File: src/rtl/dmem_pkg.sv
// dmem_pkg
// Shared types and constants for the data-memory arbiter slice:
//   state_t    - read-return FSM states used by dmem_arbiter
//   owner_t    - which requester currently owns the memory port
//   ALIGN_MASK - low address bits that must be zero for a word access
//   is_aligned - helper applying ALIGN_MASK to the low address bits
package dmem_pkg;

    typedef enum logic [1:0] {
        ST_IDLE = 2'd0,
        ST_RD_A = 2'd1,
        ST_RD_B = 2'd2
    } state_t;

    typedef enum logic {
        OWN_A = 1'b0,
        OWN_B = 1'b1
    } owner_t;

    localparam logic [1:0] ALIGN_MASK = 2'b11;

    function automatic logic is_aligned(input logic [1:0] addr_lo);
        return (addr_lo & ALIGN_MASK) == 2'b00;
    endfunction

endpackage

File: src/rtl/dmem_arbiter_rr_arb2.sv
// rr_arb2
// Two-way round-robin arbiter. Grant is combinational from the requests and
// the last-grant pointer; the pointer only moves when a grant is issued.
// Ports:
//   clock - rising-edge clock
//   reset - synchronous active-high reset; forces gnt low, pointer to "B last"
//   req   - [0] requester A, [1] requester B
//   gnt   - one-hot grant, same bit order as req
module rr_arb2
    import dmem_pkg::*;
(
    input  logic       clock,
    input  logic       reset,
    input  logic [1:0] req,
    output logic [1:0] gnt
);

    owner_t last_own;

    always_comb begin
        gnt = 2'b00;
        if (!reset) begin
            case (req)
                2'b01:   gnt = 2'b01;
                2'b10:   gnt = 2'b10;
                // Tie: whoever was not served last goes first.
                2'b11:   gnt = (last_own == OWN_B) ? 2'b01 : 2'b10;
                default: gnt = 2'b00;
            endcase
        end
    end

    always_ff @(posedge clock) begin
        if (reset) begin
            last_own <= OWN_B;
        end else if (gnt[0]) begin
            last_own <= OWN_A;
        end else if (gnt[1]) begin
            last_own <= OWN_B;
        end
    end

endmodule

File: src/rtl/dmem_arbiter.sv
// dmem_arbiter
// Shares one synchronous-read memory port between a CPU (A) and a DMA (B).
// One transaction per cycle; reads return exactly one cycle after grant.
//
//   state   | meaning
//   --------+-----------------------------------------------------------
//   ST_IDLE | no read data due this cycle
//   ST_RD_A | mem_dataout carries the read granted to A last cycle
//   ST_RD_B | mem_dataout carries the read granted to B last cycle
//
// Ports:
//   clock, reset            - rising-edge clock, synchronous active-high reset
//   a_*/b_* req,we,addr,wdata - requester command, held until gnt
//   a_gnt/b_gnt             - request accepted this cycle (combinational)
//   a_rvalid/a_rdata, b_*   - read return, rdata zero when not valid
//   err                     - pulses in the grant cycle of a misaligned access
//   mem_addr/mem_datain/mem_we/mem_io_sel - memory-side command
//   mem_dataout             - memory read data, one cycle after address
module dmem_arbiter
    import dmem_pkg::*;
#(
    parameter int DW     = 32,
    parameter int AW     = 32,
    parameter int IO_BIT = 7
) (
    input  logic          clock,
    input  logic          reset,
    input  logic          a_req,
    input  logic          a_we,
    input  logic [AW-1:0] a_addr,
    input  logic [DW-1:0] a_wdata,
    input  logic          b_req,
    input  logic          b_we,
    input  logic [AW-1:0] b_addr,
    input  logic [DW-1:0] b_wdata,
    output logic          a_gnt,
    output logic          b_gnt,
    output logic          a_rvalid,
    output logic          b_rvalid,
    output logic [DW-1:0] a_rdata,
    output logic [DW-1:0] b_rdata,
    output logic          err,
    output logic [AW-1:0] mem_addr,
    output logic [DW-1:0] mem_datain,
    output logic          mem_we,
    output logic          mem_io_sel,
    input  logic [DW-1:0] mem_dataout
);

    logic [1:0]    gnt;
    logic          granted;
    owner_t        own;
    logic          own_we;
    logic [AW-1:0] own_addr;
    logic [DW-1:0] own_wdata;
    logic          aligned;
    logic [AW-1:0] addr_q;
    logic [DW-1:0] wdata_q;
    state_t        state;

    rr_arb2 u_rr_arb2 (
        .clock (clock),
        .reset (reset),
        .req   ({b_req, a_req}),
        .gnt   (gnt)
    );

    assign a_gnt   = gnt[0];
    assign b_gnt   = gnt[1];
    assign granted = gnt[0] | gnt[1];
    assign own     = gnt[1] ? OWN_B : OWN_A;

    always_comb begin
        own_we    = a_we;
        own_addr  = a_addr;
        own_wdata = a_wdata;
        if (own == OWN_B) begin
            own_we    = b_we;
            own_addr  = b_addr;
            own_wdata = b_wdata;
        end
    end

    assign aligned = is_aligned(own_addr[1:0]);

    // Address/data follow the owner while granted and otherwise hold the
    // last granted values so the memory sees a quiet bus between accesses.
    always_comb begin
        mem_addr   = addr_q;
        mem_datain = wdata_q;
        if (reset) begin
            mem_addr   = '0;
            mem_datain = '0;
        end else if (granted) begin
            mem_addr   = own_addr;
            mem_datain = own_wdata;
        end
    end

    assign mem_io_sel = mem_addr[IO_BIT];
    assign mem_we     = granted & own_we & aligned;
    assign err        = granted & ~aligned;

    always_ff @(posedge clock) begin
        if (reset) begin
            state   <= ST_IDLE;
            addr_q  <= '0;
            wdata_q <= '0;
        end else begin
            if (granted) begin
                addr_q  <= own_addr;
                wdata_q <= own_wdata;
            end
            if (granted && !own_we && aligned) begin
                state <= (own == OWN_A) ? ST_RD_A : ST_RD_B;
            end else begin
                state <= ST_IDLE;
            end
        end
    end

    // Gating with reset drops a read return that would land in a reset cycle.
    assign a_rvalid = ~reset & (state == ST_RD_A);
    assign b_rvalid = ~reset & (state == ST_RD_B);
    assign a_rdata  = a_rvalid ? mem_dataout : '0;
    assign b_rdata  = b_rvalid ? mem_dataout : '0;

endmodule

File: config.mk
export PLATFORM = sky130hd
export DESIGN_NAME = dmem_arbiter
export DESIGN_NICKNAME = d
export VERILOG_FILES = /design/src/rtl/dmem_pkg.sv /design/src/rtl/dmem_arbiter_rr_arb2.sv /design/src/rtl/dmem_arbiter.sv
export SDC_FILE = /design/constraint.sdc
export NUM_CORES = 1
export LEC_CHECK = 0
export ABC_AREA = 1
export CAP_MARGIN = 20
export CELL_PAD_IN_SITES_DETAIL_PLACEMENT = 0
export CELL_PAD_IN_SITES_GLOBAL_PLACEMENT = 1
export CORE_MARGIN = 1.5
export CORE_UTILIZATION = 19
export DETAILED_ROUTE_END_ITERATION = 10
export GPL_TIMING_DRIVEN = 0
export PLACE_DENSITY = 0.84
export SYNTH_ARGS = -nofsm -noshare
export SYNTH_HDL_FRONTEND = slang
export SYNTH_SLANG_ARGS = --single-unit
File: constraint.sdc
create_clock -name clock -period 1.5 [get_ports clock]
set_input_delay 0.3 -clock clock [delete_from_list [all_inputs] [get_ports clock]]
set_output_delay 0.3 -clock clock [all_outputs]
set_load 0.02 [all_outputs]
==> results of run 1 <==
critical path: cells and delay by family (launching register included):
kind	cells	cell delay, ps
AOI/OAI and AO/OA	1	70
DFF	1	360
and+or+nand+nor	5	470
buffers and inverters	3	470
cell families (layout without fill, tap and decap cells):
logic type             Yosys count  count (layout)  share of synthesized area [%]
buffers and inverters           99             455                           12.4
DFF                             67              67                           39.0
and+or+nand+nor                337             337                           38.7
AOI/OAI and AO/OA               66              66                           9.83
path summary, 6_finish.rpt:
path,end,slack [ps]
min reg2reg,wdata_q[14]$_DFF_P_,500
min,u_rr_arb2.last_own$_SDFFE_PP1N_,380
max reg2reg,addr_q[18]$_DFF_P_,0
max,mem_addr[18],-530
report_power, final:
part / total [mW] / internal [mW] / switching, mW / leakage, nW
logic: 1.85 / 0.984 / 0.870 / 3.12
registers: 1.96 / 1.92 / 0.0351 / 0.557
clock network: 2.10 / 1.31 / 0.794 / 0.141
timing repair:
item                                    4_1_cts  5_1_grt
setup buffers                                 7       25
endpoints found under the setup margin      199      136
pin swaps                                     5       19
gates cloned                                  4        7
hold buffers                                  0        0
gates resized for setup                     572      382
cell usage in the layout, fill, tap and decap left out, types with 2 or more instances in the layout:
master / n
inv_2: 5
buf_6: 72
clkdlybuf4s15_2: 4
buf_4: 98
o21ai_1: 47
nor2_2: 72
inv_1: 57
buf_8: 8
a21oi_1: 2
nand2_4: 5
o21ai_2: 4
nand2_1: 10
dfxtp_4: 2
clkinv_2: 2
nor3_1: 2
dfxtp_1: 64
nor2_1: 177
clkbuf_16: 14
clkbuf_2: 2
nor2_4: 42
nand3_4: 4
buf_12: 8
clkdlybuf4s50_1: 162
or2_2: 15
buf_2: 12
o21ai_0: 10
nand3_1: 4
buf_16: 4
inv_4: 3
flip-flops by register name, indices dropped and copies added (netlist names):
register            cells
state                   2
u_rr_arb2.last_own      1
addr_q                 32
wdata_q                32
stage by stage:
stage | power [mW] | cells
floorplan | 2.69 | 569
global placement | 3.57 | 1094
detailed placement | 3.58 | 1094
CTS | 5.80 | 1119
global route | 6.20 | 1150
finish | 5.91 | 1150
layout make-up:
cell class | instances | area [sq um] | area share, %
multi-input combinational | 403 | 2310 | 27.9
inverter | 65 | 251 | 3.04
clock inverter | 3 | 40.0 | 0.484
sequential | 67 | 1350 | 16.3
tap | 225 | 282 | 3.40
timing repair buffer | 343 | 3410 | 41.2
buffer | 33 | 395 | 4.78
clock buffer | 11 | 243 | 2.93
layer usage:
layer,GRT usage (%),vias up,part of all wire [%]
li1,-,2414,-
met1,16.8,2096,35
met2,31.6,199,53
met3,6.00,18,10
met4,5.85,0,1.7
met5,0,-,0
==> impl_metrics.env, run 1 <==
export IMPL_outcome="complete, but fails checks"
export IMPL_failed_checks="setup timing"
export IMPL_placeableCoreArea_sq_um=17500
export IMPL_postRouteAntennaNets=0
export IMPL_clock_sink_count=67
export IMPL_final_util_pct=47.4
export IMPL_place_hpwl_microns=12600
export IMPL_synth_fp_nets=735
export IMPL_timing_setup_tns_ps=-41770
export IMPL_required_ps=1200
export IMPL_synth_distinct_cells=23
export IMPL_dieHeight_microns=137
export IMPL_ys_async_sr_fraction_pct=0
export IMPL_worst_path_largest_cell_delay_ps=360
export IMPL_synth_edf_count=0
export IMPL_ys_top_cells_by_area="dfxtp_1, nor2_1, inv_1"
export IMPL_postRouteWirelength_microns=17100
export IMPL_grt_ovfl_total=0
export IMPL_timing_final_hold_violations=0
export IMPL_final_hold_worst_slack_ps=383
export IMPL_global_route_wire_length_before_repair_microns=23700
export IMPL_critPathLaunch="u_rr_arb2.last_own$_SDFFE_PP1N_"
export IMPL_clock_insertion_delay_worst_skew_ps=340
export IMPL_min_path_cells=2
export IMPL_syn_avg_cell_area_sq_um=6.04
export IMPL_timing_critical_path_from_type="flop"
export IMPL_die_area_sq_um=18900
export IMPL_syn_to_final_growth_pct=141
export IMPL_critical_path_reg2reg_startpoint="u_rr_arb2.last_own$_SDFFE_PP1N_"
export IMPL_num_antenna_cells=0
export IMPL_power_density_nw_per_um2=714
export IMPL_placed_area_sq_um=6980
export IMPL_routedWlPerCell_microns=14.9
export IMPL_synth_most_common_cell="nor2_1"
export IMPL_fin_crit_sh_pct=135
export IMPL_crit_fanout=8
export IMPL_setup_viol=133
export IMPL_route_vias_total=4727
export IMPL_yosys_warnings=0
export IMPL_postSynth_topFlopCell="dfxtp_1"
export IMPL_top_level_ports=301
export IMPL_die_width_microns=137
export IMPL_final_max_slew_violation_count=0
export IMPL_clock_tree_root_cell="clkbuf_16"
export IMPL_post_synth_top_area_fraction_pct=39.0
export IMPL_detail_route_drc_violations=0
export IMPL_cts_htree_levels=3
export IMPL_tightestPinTransition_ps=272
export IMPL_finished_cell_area_sq_um=8280
export IMPL_power_leakage_nw=3.82
export IMPL_vdd_drop_max_v=0.000465
export IMPL_netlist_top_cells_count="nor2_1, dfxtp_1, inv_1, o21ai_1, o21ai_0"
export IMPL_preCtsSetupSlack_ps=-1480
export IMPL_endpoint_kind="primary output"
export IMPL_ff2ff_path_depth=10
export IMPL_cts_root_to_sink_buffers=2
export IMPL_period_needed_ps=2030
export IMPL_worst_setup_path_type="flop to primary output"
export IMPL_port_buffer_count=300
export IMPL_layout_cell_share_with_drive_strength_beyond_1_pct=41.7
export IMPL_initial_utilization_pct=19.7
export IMPL_drt_vias_per_instance=4.11
export IMPL_grt_start_max_net_pins=11
export IMPL_first_global_vias=4473
export IMPL_crit_slowest_cell="dfxtp_4"
export IMPL_synth_seq_area_share_pct=39.0
export IMPL_design_final_nets=1088
export IMPL_cell_count_after_synthesis=569
export IMPL_max_freq_mhz=493
export IMPL_worst_clock_skew_ps=7.04
export IMPL_cap_viol_max_count=0
export IMPL_place_gp_congestion=0.762
export IMPL_fill_cells=1741
export IMPL_postSynthRegisterBits=67
export IMPL_crit_arrival_ps=1730
export IMPL_min_path_type="primary input to flop"
export IMPL_crit_path_frequent_cell="nor2_1"
export IMPL_antenna_violations_before_repair=0
export IMPL_synth_largest_area_cell="dfxtp_1"
export IMPL_grtUsageTotal_pct=16.8
export IMPL_path_cells="nand2_4, nand3_4, buf_12, buf_8, nor2_1, nor2_1, o21ai_1, nor2_1, buf_4"
export IMPL_clk_pin_slew_ps=60
export IMPL_placementRows=48
export IMPL_cts_inserted_buffers=9
export IMPL_detail_route_iter0_violations=99
export IMPL_max_slew_margin_pct=81.8
export IMPL_drtPass1Iterations=4
export IMPL_timing_final_ws_setup_ps=-528
export IMPL_min_from="a_req"
export IMPL_rsz0062_at_grt="true"
export IMPL_synth_area_sq_um=3440
export IMPL_cts_tree="yes"
(Power assumes the default switching activity.)
==> run 2: changes to the inputs <==
--- a/config.mk
+++ b/config.mk
@@ -6,6 +6,7 @@
 export NUM_CORES = 1
 export LEC_CHECK = 0
 export ABC_AREA = 1
+export ABC_CLOCK_PERIOD_IN_PS = 1500
 export CAP_MARGIN = 20
 export CELL_PAD_IN_SITES_DETAIL_PLACEMENT = 0
 export CELL_PAD_IN_SITES_GLOBAL_PLACEMENT = 1
==> results of run 2 <==
Same layout as run 1: the final DEF is identical, and so are final timing and power.
==> run 3: changes to the inputs <==
--- a/config.mk
+++ b/config.mk
@@ -11,10 +11,11 @@
 export CELL_PAD_IN_SITES_DETAIL_PLACEMENT = 0
 export CELL_PAD_IN_SITES_GLOBAL_PLACEMENT = 1
 export CORE_MARGIN = 1.5
-export CORE_UTILIZATION = 19
+export CORE_UTILIZATION = 20
 export DETAILED_ROUTE_END_ITERATION = 10
-export GPL_TIMING_DRIVEN = 0
-export PLACE_DENSITY = 0.84
+export PLACE_DENSITY = 0.86
 export SYNTH_ARGS = -nofsm -noshare
 export SYNTH_HDL_FRONTEND = slang
+export SYNTH_HIERARCHICAL = 1
 export SYNTH_SLANG_ARGS = --single-unit
+export TNS_END_PERCENT = 30
==> run 3 against run 2 <==
The run still ends with setup timing left. Critical path depth grew 3. Via count grew 0.36%. Clock power grew 8%. Worst hold slack gained 33 ps. Sequential power is essentially flat. Die area shrank 0.83%. Register-to-register slack lost 260 ps. Critical endpoint is now mem_datain[19].
==> impl_metrics.env, run 3 <==
export IMPL_synth_largest_area_cell="dfxtp_1"
export IMPL_timing_final_ws_setup_ps=-716
export IMPL_cp_buffers_inverters=7
export IMPL_period_needed_ps=2220
export IMPL_combinationalPowerShare_pct=31.4
export IMPL_vdd_drop_max_v=0.000507
export IMPL_power_leakage_nw=4.35
export IMPL_crit_slowest_cell="dfxtp_4"
export IMPL_critical_path_top_delay_family="buffers and inverters"
export IMPL_netlist_top_cells_count="nand2_1, inv_1, nor2_1, dfxtp_1, nand3_1"
export IMPL_power_density_nw_per_um2=730
export IMPL_rsz0062_at_grt="true"
export IMPL_top_level_ports=301
export IMPL_routedWlPerCell_microns=13.9
export IMPL_grt_start_max_net_pins=34
export IMPL_layout_commonest_cell="nand2_1"
export IMPL_global_route_wire_length_before_repair_microns=22700
export IMPL_route_vias_total=4744
export IMPL_cts_htree_levels=3
export IMPL_path_cells="buf_4, a21oi_4, buf_6, nor2_4, buf_12, buf_12, clkbuf_16, nand2_1, nand3_2, nand2_1, inv_2, buf_6"
export IMPL_cap_viol_max_count=0
export IMPL_timing_final_hold_violations=0
export IMPL_fin_crit_sh_pct=148
export IMPL_place_gp_congestion=0.766
export IMPL_dp_cells=1140
export IMPL_synth_distinct_cells=17
export IMPL_dieHeight_microns=137
export IMPL_crit_arrival_ps=1920
export IMPL_syn_to_final_growth_pct=133
export IMPL_min_path_type="primary input to flop"
export IMPL_yosys_warnings=6
export IMPL_synth_most_common_cell="nand2_1"
export IMPL_placementRows=48
export IMPL_required_ps=1200
export IMPL_final_instance_count_excl_fillers=1183
export IMPL_tightestPinTransition_ps=229
export IMPL_design_final_nets=1120
export IMPL_top_regs="addr_q: 32 flops, wdata_q: 32 flops, state: 2 flops"
export IMPL_finished_cell_area_sq_um=8360
export IMPL_cell_count_after_synthesis=616
export IMPL_setup_viol=178
export IMPL_detail_route_drc_violations=0
export IMPL_postRouteAntennaNets=0
export IMPL_layout_cell_share_with_drive_strength_beyond_1_pct=42.2
export IMPL_place_hpwl_microns=11300
export IMPL_max_slew_margin_pct=84.6
export IMPL_syn_avg_cell_area_sq_um=5.82
export IMPL_cts_inserted_buffers=9
export IMPL_most_common_layout_cells="nand2_1, clkdlybuf4s50_1, buf_6, buf_4, dfxtp_1"
export IMPL_first_global_vias=4188
export IMPL_timing_critical_path_from_type="flop"
export IMPL_clock_insertion_delay_worst_skew_ps=330
export IMPL_clock_sink_count=67
export IMPL_placed_area_sq_um=7120
export IMPL_grt_ovfl_total=0
export IMPL_die_area_sq_um=18700
export IMPL_drtPass1Iterations=4
export IMPL_die_width_microns=137
export IMPL_synth_area_sq_um=3590
export IMPL_endpoint_kind="primary output"
export IMPL_postSynthRegisterBits=67
export IMPL_synth_seq_area_share_pct=37.4
export IMPL_failed_checks="setup timing"
export IMPL_cts_tree="yes"
export IMPL_worst_clock_skew_ps=3.50
export IMPL_initial_utilization_pct=20.6
export IMPL_post_synth_top_area_fraction_pct=37.4
export IMPL_drt_vias_per_instance=4.01
export IMPL_final_max_slew_violation_count=0
export IMPL_fill_cells=1736
export IMPL_synth_fp_nets=782
export IMPL_num_antenna_cells=0
export IMPL_ys_async_sr_fraction_pct=0
export IMPL_outcome="complete, but fails checks"
export IMPL_clock_tree_root_cell="clkbuf_16"
export IMPL_port_buffer_count=300
export IMPL_clk_pin_slew_ps=50
export IMPL_cts_root_to_sink_buffers=2
export IMPL_postSynth_topFlopCell="dfxtp_1"
export IMPL_antenna_violations_before_repair=0
export IMPL_switching_share_pct=27.4
export IMPL_crit_fanout=8
export IMPL_placeableCoreArea_sq_um=17400
export IMPL_internal_power_mw=4.43
export IMPL_postRouteWirelength_microns=16500
export IMPL_synth_edf_count=0
export IMPL_pwr_share_clk_pct=37.1
export IMPL_worst_setup_path_type="flop to primary output"
export IMPL_max_freq_mhz=451
export IMPL_grtUsageTotal_pct=15.8
export IMPL_detail_route_iter0_violations=105
export IMPL_total_switching_power_mw=1.67
export IMPL_p_seq_share_pct=31.6
export IMPL_worst_path_largest_cell_delay_ps=340
export IMPL_ys_top_cells_by_area="dfxtp_1, nand2_1, inv_1"
run 3: cell types whose count changed after synthesis, moves of 3 or more:
cell,change
nand3_1,+56
or2_2,-15
o21ai_0,-22
buf_4,+4
inv_1,+38
buf_2,-6
o21ai_1,-37
nand2_1,+249
nor2_1,-217
nor3_1,-3
run 3: area by class of cell:
type | count | area, sq um | share of cell area [%]
Timing Repair Buffer | 362 | 3820 | 45.8
Multi-Input combinational cell | 411 | 2180 | 26.1
Sequential cell | 67 | 1350 | 16.1
Inverter | 103 | 413 | 4.94
Tap cell | 225 | 282 | 3.37
Clock buffer | 13 | 250 | 2.99
Clock inverter | 2 | 60.1 | 0.719
run 3: tightest hold or removal path, delay by kind of cell:
kind,cells,cell delay [ps]
buffers and inverters,1,280
AND/OR/NAND/NOR,2,130
run 3: timing repair:
item,CTS,global route
setup buffers,15,7
setup endpoints to repair,201,196
hold buffers,0,0
gates cloned,5,4
gates resized for setup,552,347
pin swaps,12,12
run 3: final timing paths:
| kind | startpoint | endpoint | slack (ps) | cells after the start |
|---|---|---|---|---|
| max | u_rr_arb2/last_own$_SDFFE_PP1P_ | mem_datain[19] | -720 | 12 |
| min reg2reg | u_rr_arb2/last_own$_SDFFE_PP1P_ | u_rr_arb2/last_own$_SDFFE_PP1P_ | 510 | 3 |
| min | b_req | u_rr_arb2/last_own$_SDFFE_PP1P_ | 420 | 3 |
| max reg2reg | u_rr_arb2/last_own$_SDFFE_PP1P_ | wdata_q[9]$_DFF_P_ | -260 | 13 |
run 3: kinds of logic (layout without fill, tap and decap cells):
| logic type | count (synthesis) | in the layout | synth area share [%] |
|---|---|---|---|
| compound gates | 3 | 3 | 0.419 |
| simple gates | 408 | 408 | 45.6 |
| buf+inv | 138 | 480 | 16.6 |
| flops | 67 | 67 | 37.4 |
run 3: through the flow:
step / worst slack, ps / util, % / total power [mW] / hold WS (ps) / TNS [ps]
2_1_floorplan: -310 / - / 2.64 / 406 / -15860
3_3_place_gp: -1300 / 40.9 / 3.51 / 506 / -168520
3_5_place_dp: -1330 / 40.9 / 3.52 / 507 / -175710
4_1_cts: -726 / 45.0 / 6.05 / 401 / -72190
5_1_grt: -820 / 48.0 / 6.42 / 436 / -68070
6_report: -716 / 48.0 / 6.10 / 417 / -52120
run 3: routing by layer:
layer  vias up  share of wire (%)  wire length (microns)  track usage, %
met5         -                  0                      0               0
met4         0               0.69                    113            3.86
met3        10                6.7                   1100            5.04
met2       138                 51                   8430            27.0
met1      2112                 42                   6850            19.1
li1       2484                  -                      -               -
run 3: power by group through the flow:
stage	combinational (mW)	clock (mW)	sequential, mW
after floorplan	0.680	0	1.96
after global routing	2.05	2.43	1.94
final	1.91	2.26	1.93
after global placement	1.55	0	1.96
after detailed placement	1.55	0	1.97
after CTS	1.76	2.36	1.93
